==> src/rtl/uart_word_rx.sv <==
// uart_word_rx: 8N1 UART receiver that packs each pair of bytes into one 12-bit FIFO word.
// The low byte arrives first; only the lower nibble of the high byte is kept (bits [11:8]).
module uart_word_rx #(
  parameter int CLKS_PER_BIT = 868,
  parameter int TIMEOUT_BITS = 64
) (
  input  logic        clk,
  input  logic        rst,
  input  logic        rx,
  output logic        data_write,
  output logic [11:0] data_in,
  output logic        frame_err
);

  localparam int CW        = $clog2(CLKS_PER_BIT);
  localparam int TO_CYCLES = TIMEOUT_BITS * CLKS_PER_BIT;
  localparam int TW        = $clog2(TO_CYCLES + 1);
  localparam logic [CW-1:0] HALF_LAST = CW'(CLKS_PER_BIT / 2 - 1);
  localparam logic [CW-1:0] BIT_LAST  = CW'(CLKS_PER_BIT - 1);
  localparam logic [TW-1:0] TO_LAST   = TW'(TO_CYCLES);

  typedef enum logic [2:0] {
    S_IDLE      = 3'd0,
    S_START     = 3'd1,
    S_DATA      = 3'd2,
    S_STOP      = 3'd3,
    S_WAIT_HIGH = 3'd4
  } state_t;

  state_t        r_state;
  state_t        w_next_state;
  logic          r_sync1;
  logic          r_sync2;
  logic          w_rx_s;
  logic [CW-1:0] r_bit_cnt;
  logic [2:0]    r_bit_idx;
  logic [7:0]    r_shift;
  logic [7:0]    r_lo;
  logic          r_phase;
  logic [TW-1:0] r_to_cnt;
  logic [1:0]    r_fill;
  logic          r_armed;
  logic          r_data_write;
  logic          r_frame_err;
  logic [11:0]   r_data_in;
  logic          w_sample_bit;
  logic          w_accept;
  logic          w_bad_stop;
  logic          w_start;
  logic          w_timeout;

  assign w_rx_s = r_sync2;

  always_ff @(posedge clk or posedge rst) begin
    if (rst) begin
      r_sync1 <= 1'b1;
      r_sync2 <= 1'b1;
    end else begin
      r_sync1 <= rx;
      r_sync2 <= r_sync1;
    end
  end

  // The synchronizer resets high, so a line held low across reset would look like a
  // fresh falling edge; starts are ignored until the real line has been seen high.
  always_ff @(posedge clk or posedge rst) begin
    if (rst) begin
      r_fill  <= 2'd0;
      r_armed <= 1'b0;
    end else begin
      if (r_fill != 2'd2) begin
        r_fill <= r_fill + 2'd1;
      end else begin
        r_fill <= r_fill;
      end
      if (r_fill == 2'd2 && w_rx_s) begin
        r_armed <= 1'b1;
      end else begin
        r_armed <= r_armed;
      end
    end
  end

  always_ff @(posedge clk or posedge rst) begin
    if (rst) begin
      r_state <= S_IDLE;
    end else begin
      r_state <= w_next_state;
    end
  end

  always_comb begin
    w_next_state = r_state;
    w_sample_bit = 1'b0;
    w_accept     = 1'b0;
    w_bad_stop   = 1'b0;
    w_start      = 1'b0;
    case (r_state)
      S_IDLE: begin
        if (r_armed && !w_rx_s) begin
          w_start      = 1'b1;
          w_next_state = S_START;
        end else begin
          w_next_state = S_IDLE;
        end
      end
      S_START: begin
        if (r_bit_cnt == HALF_LAST) begin
          if (!w_rx_s) begin
            w_next_state = S_DATA;
          end else begin
            w_next_state = S_IDLE;
          end
        end else begin
          w_next_state = S_START;
        end
      end
      S_DATA: begin
        if (r_bit_cnt == BIT_LAST) begin
          w_sample_bit = 1'b1;
          if (r_bit_idx == 3'd7) begin
            w_next_state = S_STOP;
          end else begin
            w_next_state = S_DATA;
          end
        end else begin
          w_next_state = S_DATA;
        end
      end
      S_STOP: begin
        if (r_bit_cnt == BIT_LAST) begin
          if (w_rx_s) begin
            w_accept     = 1'b1;
            w_next_state = S_IDLE;
          end else begin
            w_bad_stop   = 1'b1;
            w_next_state = S_WAIT_HIGH;
          end
        end else begin
          w_next_state = S_STOP;
        end
      end
      S_WAIT_HIGH: begin
        if (w_rx_s) begin
          w_next_state = S_IDLE;
        end else begin
          w_next_state = S_WAIT_HIGH;
        end
      end
      default: begin
        w_next_state = S_IDLE;
      end
    endcase
  end

  // A start bit seen in the expiry cycle wins, keeping the pending low byte.
  assign w_timeout = (r_state == S_IDLE) && r_phase && (r_to_cnt == TO_LAST) && !w_start;

  always_ff @(posedge clk or posedge rst) begin
    if (rst) begin
      r_bit_cnt <= {CW{1'b0}};
    end else if ((w_next_state != r_state) || (r_state == S_IDLE) || (r_state == S_WAIT_HIGH)) begin
      r_bit_cnt <= {CW{1'b0}};
    end else if (r_bit_cnt == BIT_LAST) begin
      r_bit_cnt <= {CW{1'b0}};
    end else begin
      r_bit_cnt <= r_bit_cnt + CW'(1);
    end
  end

  always_ff @(posedge clk or posedge rst) begin
    if (rst) begin
      r_bit_idx <= 3'd0;
      r_shift   <= 8'h00;
    end else if (w_sample_bit) begin
      r_bit_idx <= r_bit_idx + 3'd1;
      r_shift   <= {w_rx_s, r_shift[7:1]};
    end else if (r_state != S_DATA) begin
      r_bit_idx <= 3'd0;
    end else begin
      r_bit_idx <= r_bit_idx;
    end
  end

  always_ff @(posedge clk or posedge rst) begin
    if (rst) begin
      r_to_cnt <= {TW{1'b0}};
    end else if ((r_state == S_IDLE) && r_phase && !w_start && !w_timeout) begin
      r_to_cnt <= r_to_cnt + TW'(1);
    end else begin
      r_to_cnt <= {TW{1'b0}};
    end
  end

  always_ff @(posedge clk or posedge rst) begin
    if (rst) begin
      r_phase      <= 1'b0;
      r_lo         <= 8'h00;
      r_data_in    <= 12'h000;
      r_data_write <= 1'b0;
      r_frame_err  <= 1'b0;
    end else begin
      r_data_write <= 1'b0;
      r_frame_err  <= 1'b0;
      if (w_accept) begin
        if (r_phase) begin
          r_data_in    <= {r_shift[3:0], r_lo};
          r_data_write <= 1'b1;
          r_phase      <= 1'b0;
        end else begin
          r_lo    <= r_shift;
          r_phase <= 1'b1;
        end
      end else if (w_bad_stop) begin
        r_frame_err <= 1'b1;
        r_phase     <= 1'b0;
      end else if (w_timeout) begin
        r_phase <= 1'b0;
        r_lo    <= 8'h00;
      end else begin
        r_phase <= r_phase;
      end
    end
  end

  assign data_write = r_data_write;
  assign data_in    = r_data_in;
  assign frame_err  = r_frame_err;

endmodule

==> config.mk <==
export PLATFORM = sky130hd
export DESIGN_NAME = uart_word_rx
export DESIGN_NICKNAME = d
export VERILOG_FILES = /design/src/rtl/uart_word_rx.sv
export SDC_FILE = /design/constraint.sdc
export NUM_CORES = 1
export LEC_CHECK = 0
export ABC_AREA = 0
export CAP_MARGIN = 20
export CORE_MARGIN = 1.5
export CORE_UTILIZATION = 59
export DETAILED_ROUTE_END_ITERATION = 7
export PLACE_DENSITY = 0.83
export SETUP_SLACK_MARGIN = 0.1
export SLEW_MARGIN = 20
export SYNTH_ARGS = -nofsm -noshare
export SYNTH_HDL_FRONTEND = slang
export SYNTH_SLANG_ARGS = --single-unit
==> constraint.sdc <==
create_clock -name clk -period 2.76 [get_ports clk]
set_input_delay 0.828 -clock clk [delete_from_list [all_inputs] [get_ports clk]]
set_output_delay 0.828 -clock clk [all_outputs]
set_load 0.05 [all_outputs]
==> results of run 1 <==
## path summary, 6_finish.rpt
kind / from / end / slack, ns
worst max-delay path: data_in[1]$_DFFE_PP0P_ / data_in[1] / 0.42
worst min-delay path: r_sync1$_DFF_PP1_ / r_sync2$_DFF_PP1_ / 0.36
worst max register to register: r_bit_cnt[0]$_DFF_PP0_ / data_in[5]$_DFFE_PP0P_ / 0.55
worst min register to register: r_sync1$_DFF_PP1_ / r_sync2$_DFF_PP1_ / 0.36
max in group asynchronous: rst / data_in[5]$_DFFE_PP0P_ / 1.34
min in group asynchronous: rst / r_bit_cnt[0]$_DFF_PP0_ / 0.77
## final cells by class
cell class / count / share of cell area, %
clock inverter: 4 / 1.98
multi-input combinational: 194 / 37.4
tap: 70 / 2.39
sequential: 68 / 46.5
clock buffer: 12 / 3.96
timing repair buffer: 22 / 5.93
inverter: 18 / 1.84
## state kept, by name (all words and copies together) (netlist names), 2 cells and up
signal	count
r_fill	2
r_shift	8
r_state	3
r_to_cnt	16
r_bit_cnt	10
data_in	12
r_bit_idx	3
r_lo	8
## cells by family (layout without fill, tap and decap cells)
family	count (synthesis)	count (layout)	synth area share, %
flops	68	68	53.0
fa+ha+maj	7	7	2.72
xor+xnor	19	19	5.18
simple gates	104	104	18.7
mux	22	22	8.52
compound gates	42	42	7.63
buf+inv	31	56	4.28
## cells in the final DEF, fill, tap and decap left out, types with 3 or more instances in the layout
master	netlist	layout
buf_4	0	5
clkdlybuf4s50_1	0	16
clkbuf_8	0	10
nor3_1	7	7
mux2i_1	9	9
nor2_1	22	22
mux2_2	3	3
ha_1	7	7
nand2_1	18	18
o21ai_0	20	20
or3_1	3	3
and3_1	5	5
a21oi_1	10	10
nand3_1	11	11
dfrtp_1	66	66
a211oi_1	3	3
mux2_4	10	10
inv_1	18	17
and4_1	3	3
xor2_1	13	13
xnor2_1	6	6
nand4_1	12	12
nand4b_1	3	3
## power groups by stage
stage / registers (mW) / clock network, mW / logic, mW
after global placement: 1.14 / 0 / 0.153
final: 1.13 / 0.892 / 0.161
after detailed placement: 1.15 / 0 / 0.161
after floorplan: 1.12 / 0 / 0.127
after CTS: 1.13 / 0.906 / 0.164
after global routing: 1.14 / 0.947 / 0.186
## through the flow
step	hold slack [ns]	util (%)
global route	0.359	70.9
floorplan	0.345	-
CTS	0.357	70.9
finish	0.356	70.9
global placement	0.347	66.7
detailed placement	0.347	66.7
## layer usage
metal	vias up	part of all wire, %
met5	-	0
met3	16	4.2
met2	67	45
met1	1084	48
met4	0	2.7
li1	1068	-
==> key figures, run 1 <==
Logic synthesis
  – Area leader, netlist: dfrtp_1
  – Count of cell types in the netlist: 46
  – Post-Syn Area per Cell: 11.0 um2
  – Number of synthesized flops with an enable pin: 0
  – Mapped Nets: 303
  – Post-Synthesis Cells: 293
  – Post-synth top area share: 51.4%
  – Asr flop ratio synth: 100%
  – Most frequent cell after synthesis: dfrtp_1
  – Top post-synthesis cells by count: dfrtp_1 (66), nor2_1 (22), o21ai_0 (20)
  – Synth warn: 0
  – Ranking of synthesized cells by area: dfrtp_1 (51%), mux2_4 (4.7%), xor2_1 (3.5%)
  – Sequential-to-total area share from yosys stat: 53.0%
  – Most used DFF post-synth: dfrtp_1
  – Yosys reg bits: 68
  – Post-synthesis cell area: 0.00322 mm2

CTS
  – Clk slew on worst S/H paths: 0.07 ns
  – TritonCTS Buffers: 9
  – Postcts setup bufs: 0
  – Cts hold-fix bufs: 0
  – Worst-skew pair later-pin latency: 0.34 ns
  – Clock root buffer: clkbuf_8
  – Htree depth: 3
  – Clock Sinks: 68
  – Cts repair resizes: 0
  – Clock buffer depth: 2
  – CTS tree: yes

Final layout
  – Multi-input logic area: 0.00137 mm2
  – Diodes inserted: 0
  – FF/Latch Area: 0.00170 mm2
  – Nets@finish: 323
  – Fillers: 353
  – Final design area excluding fillers: 0.00367 mm2
  – Layout Cells excl Fill: 388
  – Layout cell share with drive strength beyond 1: 12.6%
  – Synth-to-layout area growth: 14.1%

Worst hold path
  – Worst hold stages: 0
  – Worst Hold Class: flip-flop to flip-flop

Global routing
  – GRT Total Usage: 21.9%
  – Met3 GRT Util: 5.12%
  – Gr busiest metal: met2
  – M2 GR Usage: 31.3%
  – Vias in the first global route: 2091
  – First-pass GRT wire length: 9850 um
  – Largest net degree at the start of global routing: 31
  – GR Overflow Total: 0
  – Initial antenna violation count: 0
  – Met1 usage: 30.0%

Setup path
  – Worst Setup End Kind: output port
  – Critical path's slowest cell: clkdlybuf4s50_1
  – CP peak stage delay: 0.81 ns
  – Critical path depth: 1
  – WS Path Type: flip-flop to output port
  – CP Buf/Inv Count: 1
  – CP delay by family, top: buffers and inverters
  – Crit path DAT: 1.51 ns
  – CP cell instances: clkdlybuf4s50_1
  – Critical path required time: 1.93 ns
  – Critical path launch point type: flip-flop
  – Critical-path maximum fanout: 2
  – Reg2reg path depth: 5

Placement
  – IO Port Bufs: 16
  – DPL Wire Length: 4020 um
  – Placed Area: 0.00345 mm2
  – RD Place Congestion: 0.875
  – Placed insts: 372
  – Dpl ws: 0.590 ns

Timing
  – FMAX: 427 MHz
  – Final Cycle Share: 84.8%
  – Slew margin rel.: 67.0%
  – Max-slew violations: 0
  – Final Hold Vio Count: 0
  – Clock skew: 0.00848 ns
  – Setup TNS: 0 ns
  – Final setup margin: 0.419 ns
  – Tightest Pin Transition: 0.494 ns
  – RSZ-0062 raised after global routing: no
  – Final min period: 2.34 ns
  – Count of final setup violators: 0

Routing
  – DR vias/cell: 5.76
  – DR WL/cell: 14.9 um
  – Post-route DRC: 0
  – Drt first pass iters: 4
  – Post-route ant nets: 0
  – Total detailed-routing wirelength: 5800 um
  – Vias post-DR: 2235
  – Iter 0 DRT Violations: 192

Power and ir drop
  – Comb power frac: 7.4%
  – P_leak: 1.68 nW
  – Maximum vdd ir drop: 312 uV
  – Net Sw Power: 0.528 mW
  – PwrDens: 595 mW/mm2
  – Internal cell power: 1.65 mW
  – Sequential power share: 51.7%
  – Power Total: 2.18 mW
  – Switching share of power: 24.2%
  – Clk pwr share: 40.9%

Die
  – Starting density of the core: 62.2%
  – Die Wd: 76.8 um
  – Core outline area: 0.00517 mm2
  – IO Pins: 17
  – Die H: 76.8 um
  – Die area: 0.00590 mm2
  – Core Rows: 26

Job
  – Number of max-cap violations: 0

Run status
  – Outcome: finished clean
(Power assumes the default switching activity.)
==> run 2, diff against run 1 <==
--- a/config.mk
+++ b/config.mk
@@ -8,9 +8,9 @@
 export ABC_AREA = 0
 export CAP_MARGIN = 20
 export CORE_MARGIN = 1.5
-export CORE_UTILIZATION = 59
+export CORE_UTILIZATION = 53
 export DETAILED_ROUTE_END_ITERATION = 7
-export PLACE_DENSITY = 0.83
+export PLACE_DENSITY = 0.79
 export SETUP_SLACK_MARGIN = 0.1
 export SLEW_MARGIN = 20
 export SYNTH_ARGS = -nofsm -noshare
==> constraint.sdc (replaced) <==
create_clock -name clk -period 2.08 [get_ports clk]
set_input_delay 0.624 -clock clk [delete_from_list [all_inputs] [get_ports clk]]
set_output_delay 0.624 -clock clk [all_outputs]
set_load 0.05 [all_outputs]
==> run 2 against run 1 <==
Net effect: clock skew rose by 0.0026 ns; design area increased by 2.8%; via count grew 0.36%; sequential power increased by 33%; flip-flop and latch count unchanged; non-clock buffer count up 8; combinational power up 44%; worst hold slack improved by 0.0035 ns; first-iteration DRC count decreased by 30%; critical path type is now flip-flop to flip-flop; largest power group unchanged; highest routed layer unchanged.
==> key figures, run 2 (synthesized netlist as in run 1, its figures left out) <==
Routing
  – Vias post-DR: 2243 (+0.36%)
  – Total detailed-routing wirelength: 5900 um (+1.6%)
  – Post-route ant nets: 0 (unchanged)
  – DR WL/cell: 14.7 um (-1.7%)
  – Drt first pass iters: 4 (unchanged)
  – Post-route DRC: 0 (unchanged)
  – DR vias/cell: 5.59 (-2.9%)
  – Iter 0 DRT Violations: 135 (-30%)

Die
  – Core Rows: 28 (+7.7%)
  – Starting density of the core: 54.6% (-7.5 points)
  – IO Pins: 17 (unchanged)
  – Die area: 0.00654 mm2 (+11%)
  – Core outline area: 0.00589 mm2 (+14%)
  – Die Wd: 80.9 um (+5.3%)
  – Die H: 80.9 um (+5.3%)

CTS
  – Clock buffer depth: 2 (unchanged)
  – CTS tree: yes
  – Clock root buffer: clkbuf_8
  – Htree depth: 3 (unchanged)
  – Cts hold-fix bufs: 0 (unchanged)
  – TritonCTS Buffers: 9 (unchanged)
  – Worst-skew pair later-pin latency: 0.35 ns (about the same)
  – Clock Sinks: 68 (unchanged)
  – Clk slew on worst S/H paths: 0.08 ns (about the same)

Timing
  – Setup TNS: 0 ns (unchanged)
  – Clock skew: 0.0111 ns (+0.00261 ns)
  – RSZ-0062 raised after global routing: no
  – Tightest Pin Transition: 0.426 ns (-0.0678 ns)
  – Final Cycle Share: 86.0%
  – Max-slew violations: 0 (unchanged)
  – FMAX: 559 MHz
  – Final Hold Vio Count: 0 (unchanged)
  – Count of final setup violators: 0 (unchanged)
  – Final min period: 1.79 ns
  – Slew margin rel.: 71.2% (+4.2 points)
  – Worst hold slack: 0.360 ns (+0.00352 ns)

Worst hold path
  – Worst Hold Class: flip-flop to flip-flop

Job
  – Number of max-cap violations: 0 (unchanged)

Global routing
  – GR Overflow Total: 0 (unchanged)
  – Largest net degree at the start of global routing: 35 (+13%)
  – Initial antenna violation count: 0 (unchanged)
  – First-pass GRT wire length: 10100 um (+2.4%)
  – GRT Total Usage: 20.6% (-1.3 points)
  – Vias in the first global route: 2136 (+2.2%)

Final layout
  – Max reg flops: 16 (unchanged)
  – Synth-to-layout area growth: 17.2%
  – Diodes inserted: 0 (unchanged)
  – Util after Layout: 64.1% (-6.9 points)
  – Final design area excluding fillers: 0.00377 mm2 (+2.8%)
  – Most common cell after layout, fill and taps aside: dfrtp_1
  – Fillers: 464 (+31%)
  – Layout cell share with drive strength beyond 1: 20.2% (+7.7 points)
  – Nets@finish: 331 (+2.5%)
  – Biggest register: r_to_cnt
  – Most frequent cells in the layout: dfrtp_1 (66), buf_4 (25), nor2_1 (22), o21ai_0 (20), nand2_1 (18)

Setup path
  – Critical path required time: 2.30 ns (+0.37 ns)
  – CP cell instances: ha_1 -> nor2b_4 -> and3_1 -> buf_4 -> nand4b_1 -> buf_4 -> mux2i_1
  – Critical path's slowest cell: dfrtp_1
  – Worst Setup End Kind: flip-flop
  – WS Path Type: flip-flop to flip-flop
  – CP peak stage delay: 0.41 ns (-0.40 ns)
  – Critical-path maximum fanout: 9 (+7)
  – Most common cell on crit path: buf_4
  – Crit path DAT: 2.01 ns (+0.50 ns)
  – Critical path launch point type: flip-flop

Placement
  – RD Place Congestion: 0.868 (-0.71%)
  – IO Port Bufs: 16 (unchanged)
  – DPL Wire Length: 4040 um (+0.43%)
  – Placed Area: 0.00348 mm2 (+0.94%)

Power and ir drop
  – PwrDens: 813 mW/mm2 (+37%)
  – P_leak: 1.77 nW (+5.3%)
  – Maximum vdd ir drop: 500 uV (+60%)

Run status
  – Outcome: finished clean
-- run 2: per-stage QoR --
stage | power [mW] | cells | setup slack [ns]
global placement | 1.72 | 383 | 0.156
CTS | 3.08 | 399 | 0.161
detailed placement | 1.73 | 383 | 0.0950
finish | 3.07 | 401 | 0.290
floorplan | 1.66 | 293 | 0.253
global route | 3.19 | 401 | 0.113
-- run 2: final cells by class --
type / instances / area, um2 / share of cell area, %
repair buffers: 30 / 268 / 7.10
clock inverters: 7 / 123 / 3.25
clock buffers: 9 / 124 / 3.29
inverters: 18 / 71.3 / 1.89
multi-input cells: 194 / 1390 / 36.8
well taps: 75 / 93.8 / 2.49
flip-flops and latches: 68 / 1700 / 45.2
-- run 2: what timing repair did --
action                     in CTS  in global routing
setup endpoints to repair      12                 26
buffers inserted                0                  2
gates resized for setup         1                  2
hold endpoints to repair        0                  0
pin swaps                       0                  0
-- run 2: critical path, delay by kind of cell (launching register included) --
family | cells | cell delay (ns)
DFF | 1 | 0.41
buffers and inverters | 2 | 0.37
and+or+nand+nor | 3 | 0.53
adders and majority gates | 1 | 0.22
muxes | 1 | 0.13
-- run 2: per-layer routing --
layer | routed length (um) | share of wire (%) | GRT usage [%]
met1 | 2830 | 48 | 28.4
met2 | 2730 | 46 | 30.6
met3 | 220 | 3.7 | 4.04
met4 | 121 | 2.1 | 11.2
met5 | 0 | 0 | 0
-- run 2: final timing paths --
check                           cells after the start             endpoint                    from  slack [ns]
worst max-delay path                                7  r_lo[0]$_DFFE_PP0P_  r_bit_cnt[0]$_DFF_PP0_        0.29
worst min-delay path                                0    r_sync2$_DFF_PP1_       r_sync1$_DFF_PP1_        0.36
worst max register to register                      7  r_lo[0]$_DFFE_PP0P_  r_bit_cnt[0]$_DFF_PP0_        0.29
worst min register to register                      0    r_sync2$_DFF_PP1_       r_sync1$_DFF_PP1_        0.36
max in group asynchronous                           3    r_sync1$_DFF_PP1_                     rst        0.97
min in group asynchronous                           2  r_lo[2]$_DFFE_PP0P_                     rst        0.60
-- run 2: power breakdown --
part           total (mW)  switching [mW]  internal (mW)  leakage, nW
clock                1.33           0.529          0.804        0.116
combinational       0.232           0.120          0.112        0.742
sequential           1.50           0.112           1.39        0.914
==> run 3, diff against run 2 <==
--- a/config.mk
+++ b/config.mk
@@ -6,7 +6,7 @@
 export NUM_CORES = 1
 export LEC_CHECK = 0
 export ABC_AREA = 0
-export CAP_MARGIN = 20
+export CAP_MARGIN = 25
 export CORE_MARGIN = 1.5
 export CORE_UTILIZATION = 53
 export DETAILED_ROUTE_END_ITERATION = 7
==> results of run 3 <==
Same layout as run 2: the final DEF is identical, and so are final timing and power.
